**src/rtl/mem_arbiter_ctrl.sv**
```systemverilog
// Byte-wide RAM/IO bus controller: serialises icache line fills and LSB loads/stores
// into single-byte RAM cycles, assembling little-endian and pulsing a done per transfer.
module mem_arbiter_ctrl #(
  parameter int unsigned LINE_BYTES = 64,
  parameter int unsigned ADDR_W     = 32
) (
  input  logic                    clk,
  input  logic                    rst,
  input  logic                    rdy,
  input  logic                    rollback,
  input  logic                    if_en,
  input  logic [ADDR_W-1:0]       if_pc,
  output logic [8*LINE_BYTES-1:0] if_data,
  output logic                    if_done,
  input  logic                    lsb_en,
  input  logic                    lsb_wr,
  input  logic [ADDR_W-1:0]       lsb_addr,
  input  logic [1:0]              lsb_len,
  input  logic [31:0]             lsb_wdata,
  output logic [31:0]             lsb_rdata,
  output logic                    lsb_done,
  input  logic [7:0]              mem_din,
  output logic [7:0]              mem_dout,
  output logic [ADDR_W-1:0]       mem_a,
  output logic                    mem_wr,
  input  logic                    io_buffer_full
);

  localparam int unsigned LINE_W = 8 * LINE_BYTES;
  localparam int unsigned CNT_W  = $clog2(LINE_BYTES + 1);

  typedef enum logic [1:0] {S_IDLE, S_IF, S_LOAD, S_STORE} state_t;

  state_t            state_q, state_d;
  logic [CNT_W-1:0]  cnt_q, cnt_d, len_q, len_d, lsb_n_c;
  logic [ADDR_W-1:0] base_q, base_d, mem_a_d;
  logic [31:0]       wdata_q, wdata_d, lsb_rdata_d;
  logic [LINE_W-1:0] buf_q, buf_d, if_data_d;
  logic [7:0]        mem_dout_d;
  logic              if_done_d, lsb_done_d, mem_wr_q, mem_wr_d;
  logic              lsb_go_c, if_go_c, acc_stall_c, st_stall_c;

  // Acceptance qualifiers; a held request is ignored while its own done is still high
  assign lsb_go_c    = lsb_en && !lsb_done && (lsb_wr || !rollback);
  assign if_go_c     = if_en && !if_done;
  assign acc_stall_c = (lsb_addr[17:16] == 2'b11) && io_buffer_full;
  assign st_stall_c  = (base_q[17:16] == 2'b11) && io_buffer_full;
  assign lsb_n_c     = (lsb_len == 2'd2) ? CNT_W'(4) : CNT_W'(lsb_len) + CNT_W'(1);

  always_comb begin
    state_d     = state_q;
    cnt_d       = cnt_q;
    len_d       = len_q;
    base_d      = base_q;
    wdata_d     = wdata_q;
    buf_d       = buf_q;
    if_data_d   = if_data;
    if_done_d   = 1'b0;
    lsb_rdata_d = lsb_rdata;
    lsb_done_d  = 1'b0;
    mem_a_d     = mem_a;
    mem_dout_d  = mem_dout;
    mem_wr_d    = 1'b0;

    case (state_q)
      S_IDLE: begin
        if (lsb_go_c) begin
          base_d  = lsb_addr;
          len_d   = lsb_n_c;
          wdata_d = lsb_wdata;
          buf_d   = '0;
          if (lsb_wr) begin
            state_d = S_STORE;
            cnt_d   = '0;
            if (!acc_stall_c) begin
              mem_a_d    = lsb_addr;
              mem_dout_d = lsb_wdata[7:0];
              mem_wr_d   = 1'b1;
              cnt_d      = CNT_W'(1);
            end
          end else begin
            state_d = S_LOAD;
            mem_a_d = lsb_addr;
            cnt_d   = CNT_W'(1);
          end
        end else if (if_go_c) begin
          state_d = S_IF;
          base_d  = if_pc;
          len_d   = CNT_W'(LINE_BYTES);
          buf_d   = '0;
          mem_a_d = if_pc;
          cnt_d   = CNT_W'(1);
        end
      end

      S_IF, S_LOAD: begin
        if (state_q == S_LOAD && rollback) begin
          state_d = S_IDLE;
          cnt_d   = '0;
          mem_a_d = '0;
        end else begin
          // Byte cnt-1 is on mem_din for the address issued on the previous edge
          for (int unsigned i = 0; i < LINE_BYTES; i++) begin
            if (cnt_q == CNT_W'(i + 1)) buf_d[8*i +: 8] = mem_din;
          end
          if (cnt_q == len_q) begin
            state_d = S_IDLE;
            cnt_d   = '0;
            mem_a_d = '0;
            if (state_q == S_IF) begin
              if_data_d = buf_d;
              if_done_d = 1'b1;
            end else begin
              lsb_rdata_d = buf_d[31:0];
              lsb_done_d  = 1'b1;
            end
          end else begin
            mem_a_d = base_q + ADDR_W'(cnt_q);
            cnt_d   = cnt_q + CNT_W'(1);
          end
        end
      end

      S_STORE: begin
        if (cnt_q == len_q) begin
          state_d    = S_IDLE;
          cnt_d      = '0;
          mem_a_d    = '0;
          lsb_done_d = 1'b1;
        end else if (!st_stall_c) begin
          mem_a_d    = base_q + ADDR_W'(cnt_q);
          mem_dout_d = 8'(wdata_q >> {cnt_q[1:0], 3'b000});
          mem_wr_d   = 1'b1;
          cnt_d      = cnt_q + CNT_W'(1);
        end
      end

      default: state_d = S_IDLE;
    endcase
  end

  // rdy=0 freezes every register so the transfer resumes cycle-exact
  always_ff @(posedge clk) begin
    if (rst) begin
      state_q   <= S_IDLE;
      cnt_q     <= '0;
      len_q     <= '0;
      base_q    <= '0;
      wdata_q   <= '0;
      buf_q     <= '0;
      if_data   <= '0;
      if_done   <= 1'b0;
      lsb_rdata <= '0;
      lsb_done  <= 1'b0;
      mem_a     <= '0;
      mem_dout  <= '0;
      mem_wr_q  <= 1'b0;
    end else if (rdy) begin
      state_q   <= state_d;
      cnt_q     <= cnt_d;
      len_q     <= len_d;
      base_q    <= base_d;
      wdata_q   <= wdata_d;
      buf_q     <= buf_d;
      if_data   <= if_data_d;
      if_done   <= if_done_d;
      lsb_rdata <= lsb_rdata_d;
      lsb_done  <= lsb_done_d;
      mem_a     <= mem_a_d;
      mem_dout  <= mem_dout_d;
      mem_wr_q  <= mem_wr_d;
    end
  end

  // A write held across an rdy stall must not be seen by the RAM more than once
  assign mem_wr = mem_wr_q & rdy;

endmodule
```
**config.mk**
```make
export PLATFORM = sky130hd
export DESIGN_NAME = mem_arbiter_ctrl
export DESIGN_NICKNAME = d
export VERILOG_FILES = /design/src/rtl/mem_arbiter_ctrl.sv
export SDC_FILE = /design/constraint.sdc
export NUM_CORES = 2
export LEC_CHECK = 0
export BUFFER_PORTS_ARGS = -buffer_cell sky130_fd_sc_hd__buf_2
export CAP_MARGIN = 10
export CORE_UTILIZATION = 30
export DETAILED_ROUTE_END_ITERATION = 12
export GPL_TIMING_DRIVEN = 0
export PLACE_DENSITY = 0.55
export SLEW_MARGIN = 20
export SYNTH_ARGS = -nofsm -noshare
export SYNTH_HDL_FRONTEND = slang
export SYNTH_SLANG_ARGS = --single-unit
```
**constraint.sdc**
```tcl
create_clock -name clk -period 3.1 [get_ports clk]
set_input_delay 0.31 -clock clk [delete_from_list [all_inputs] [get_ports clk]]
set_output_delay 0.31 -clock clk [all_outputs]
set_load 0.005 [all_outputs]
```
==> qor.json <==
{
  "cpLargestDelayFamily": "buffers and inverters",
  "finalHoldViolations": 0,
  "first_global_vias": 43900,
  "count_of_cell_types_in_the_netlist": 70,
  "seq_area_um2": 23500,
  "critical-path-max-stage-delay_ns": 0.85,
  "setup-tns-final_ns": 0,
  "synth_seq_cells": 1176,
  "timing.critical_path.cells": "inv_1 > ha_1 > clkbuf_4 > and2_1 > clkbuf_1 > a22oi_1 > nor2_1",
  "avgRoutedWirePerCell_um": 26.9,
  "run_status": "finished clean",
  "place_inst": 8069,
  "fraction_of_post_synthesis_cell_area_in_the_top_cell_type_by_area": 0.460,
  "vdd_drop_max_uv": 558,
  "area_leader_netlist": "dfxtp_1",
  "detailedPlacementHpwl_um": 164000,
  "yosys_most_used_dff": "dfxtp_1",
  "setup.worst_path.class": "register to register",
  "hold_depth": 5,
  "clk_transition_reported_paths_ns": 0.06,
  "gpl.final_weighted_congestion": 0.953,
  "power.leakage_nw": 23.3,
  "syn-mean-instance-area_um2": 9.94,
  "number_of_enable_type_register_cells_in_the_synthesized_netlist": 0,
  "cp_num_cells": 7,
  "post_synth_main_area_contributors": "dfxtp_1, a211oi_2, mux2i_1, nor2_1, a22oi_1",
  "globalRouteTotalUtil": 0.253,
  "worstPathBufferInverterCount": 3,
  "clock_latency_ns": 0.82,
  "syn_inst": 5151,
  "placeableCoreArea_um2": 169000,
  "vias": 45000,
  "synthArstFlopShare": 0,
  "final_setup_fails": 0,
  "min_period_ns": 3.01,
  "row_count": 151,
  "seq_area_frac_synth": 0.460,
  "maxSlewViolCount": 0,
  "layout_common_cells": "dfxtp_1, nor2_1, buf_2",
  "grt_setup_unrepaired": "true",
  "vias_per_cell": 5.35,
  "final_layout_size_suffix_gt1_frac": 0.288,
  "worstPathMaxFanout": 10,
  "fmax_mhz": 332,
  "routed_wirelength_um": 226000,
  "required_ns": 3.85,
  "clock_tree.buffer_depth": 3,
  "worst-slew-pin-transition_ns": 1.25,
  "min-delay-path-class": "primary input to register",
  "numCtsBuffers": 138,
  "max_cap_violations": 0,
  "drtPass1Iterations": 7,
  "grt_first_pass_wirelength_um": 318000,
  "cts_num_sinks": 1176,
  "reg2reg_depth": 7,
  "post-place-ws_ns": -1.01,
  "detail-route-antenna-nets": 0,
  "stdcell_area_um2": 63500,
  "power.density_cell_area_nw_per_um2": 563,
  "cpMaxStageDelayCell": "and2_1",
  "chipWidth_um": 415,
  "grt_remaining_overflow": 0,
  "arrival_ns": 3.76,
  "stdcell_count": 8415,
  "clock-skew-final_ns": 0.0529,
  "first_iter_violations": 4114,
  "floorplan.initialDensity": 0.302,
  "timing.critical_path.from_type": "register",
  "design.portCount": 701,
  "multi_input_comb_area_um2": 25300,
  "port_buffers": 699,
  "nets": 6213,
  "layout.filler_cells": 17000,
  "maxSlewHeadroom": 0.167,
  "pin_count_of_the_biggest_net_entering_global_routing": 17,
  "period_share": 0.972,
  "endpoint_kind": "register",
  "finalWorstSetupSlack_ns": 0.0872,
  "mappedNetlistNets": 5281,
  "synthesis.area_um2": 51200,
  "cts_htree_levels": 4,
  "clock_tree.root_cell": "clkbuf_16",
  "grt_antenna_before_repair": 11,
  "layout-area-overhead-vs-synth_pct": 24.1,
  "mostFrequentLayoutCell": "dfxtp_1",
  "fin_hold_ws_ns": 0.0536,
  "placed_area_um2": 57500,
  "tritoncts_clock_tree": "built",
  "fp.dieH_um": 415,
  "floorplan.die_area_um2": 172000,
  "ys_warn_count": 0,
  "drc_errors": 0
}
==> sequential cells by signal, summed over array words and instances, names as in the netlist <==
signal,count
if_data,512
lsb_rdata,32
mem_a,32
lsb_done,1
cnt_q,7
if_done,1
wdata_q,32
len_q,4
buf_q,512
base_q,32
mem_wr_q,1
state_q,2
mem_dout,8
==> cells by family after synthesis <==
kind of cell | after synthesis | share of synthesized area
buffers and inverters | 487 | 0.0500
AO/OA/AOI/OAI | 1286 | 0.228
AND/OR/NAND/NOR | 1620 | 0.145
adder cells (fa/ha/maj) | 16 | 0.00406
flip-flops | 1176 | 0.460
multiplexers | 544 | 0.108
XOR/XNOR | 22 | 0.00406
==> cells in the mapped netlist, drive strengths merged (18+ instances only) <==
| cell | n |
|---|---|
| a211oi | 578 |
| a21oi | 71 |
| a221oi | 21 |
| a22oi | 513 |
| buf | 200 |
| clkbuf | 270 |
| dfxtp | 1176 |
| mux2i | 536 |
| nand2 | 184 |
| nand3 | 34 |
| nor2 | 1229 |
| nor3 | 96 |
| o21ai | 69 |
| xnor2 | 18 |
==> final cells by class <==
cell class              count  area share
diodes                      7    0.000276
plain buffers             463      0.0406
clock buffers             193      0.0617
clock inverters            54      0.0121
inverters                  17     0.00108
multi-input cells        3488       0.399
flip-flops and latches   1176       0.371
well taps                2218      0.0437
repair buffers            799      0.0709
==> layer usage <==
metal  vias to the layer above  wire length, µm  GRT usage
met4                         4            15000      0.152
li1                      20400                -          -
met5                         -               23          0
met1                     22300            92100      0.308
met3                       453            13200     0.0435
met2                      1796           106000      0.416
==> report_power, final <==
part / switching [mW] / internal [mW]
sequential: 0.191 / 15.4
combinational: 2.55 / 0.850
clock: 7.23 / 9.58
total: 9.97 / 25.8
==> worst reg2reg max path: cells and delay by family, from the launching register on <==
kind / cells / cell delay, ns
buffers and inverters: 3 / 1.17
AO/OA/AOI/OAI: 1 / 0.17
flip-flops: 1 / 0.38
adder cells (fa/ha/maj): 1 / 0.27
AND/OR/NAND/NOR: 2 / 1.00
==> metrics by stage <==
step	power, mW	util
4_1_cts	35.9	0.374
3_3_place_gp	19.0	0.339
3_5_place_dp	19.1	0.339
6_report	35.8	0.375
2_1_floorplan	17.5	-
5_1_grt	36.8	0.375
==> timing repair <==
action / CTS / global route
hold buffers: 98 / 0
pin swaps: 1 / 0
resized for setup: 58 / 49
endpoints found under the hold margin: 81 / 0
endpoints found under the setup margin: 1079 / 491
setup buffers: 1 / 0
==> worst paths after layout <==
check	start	end	slack [ns]
hold reg to reg	wdata_q[26]	wdata_q[26]	0.46
setup reg to reg	state_q[1]	buf_q[158]	0.09
setup / recovery	state_q[1]	buf_q[158]	0.09
hold / removal	if_pc[8]	mem_a[8]	0.05
(Power assumes the default switching activity.)
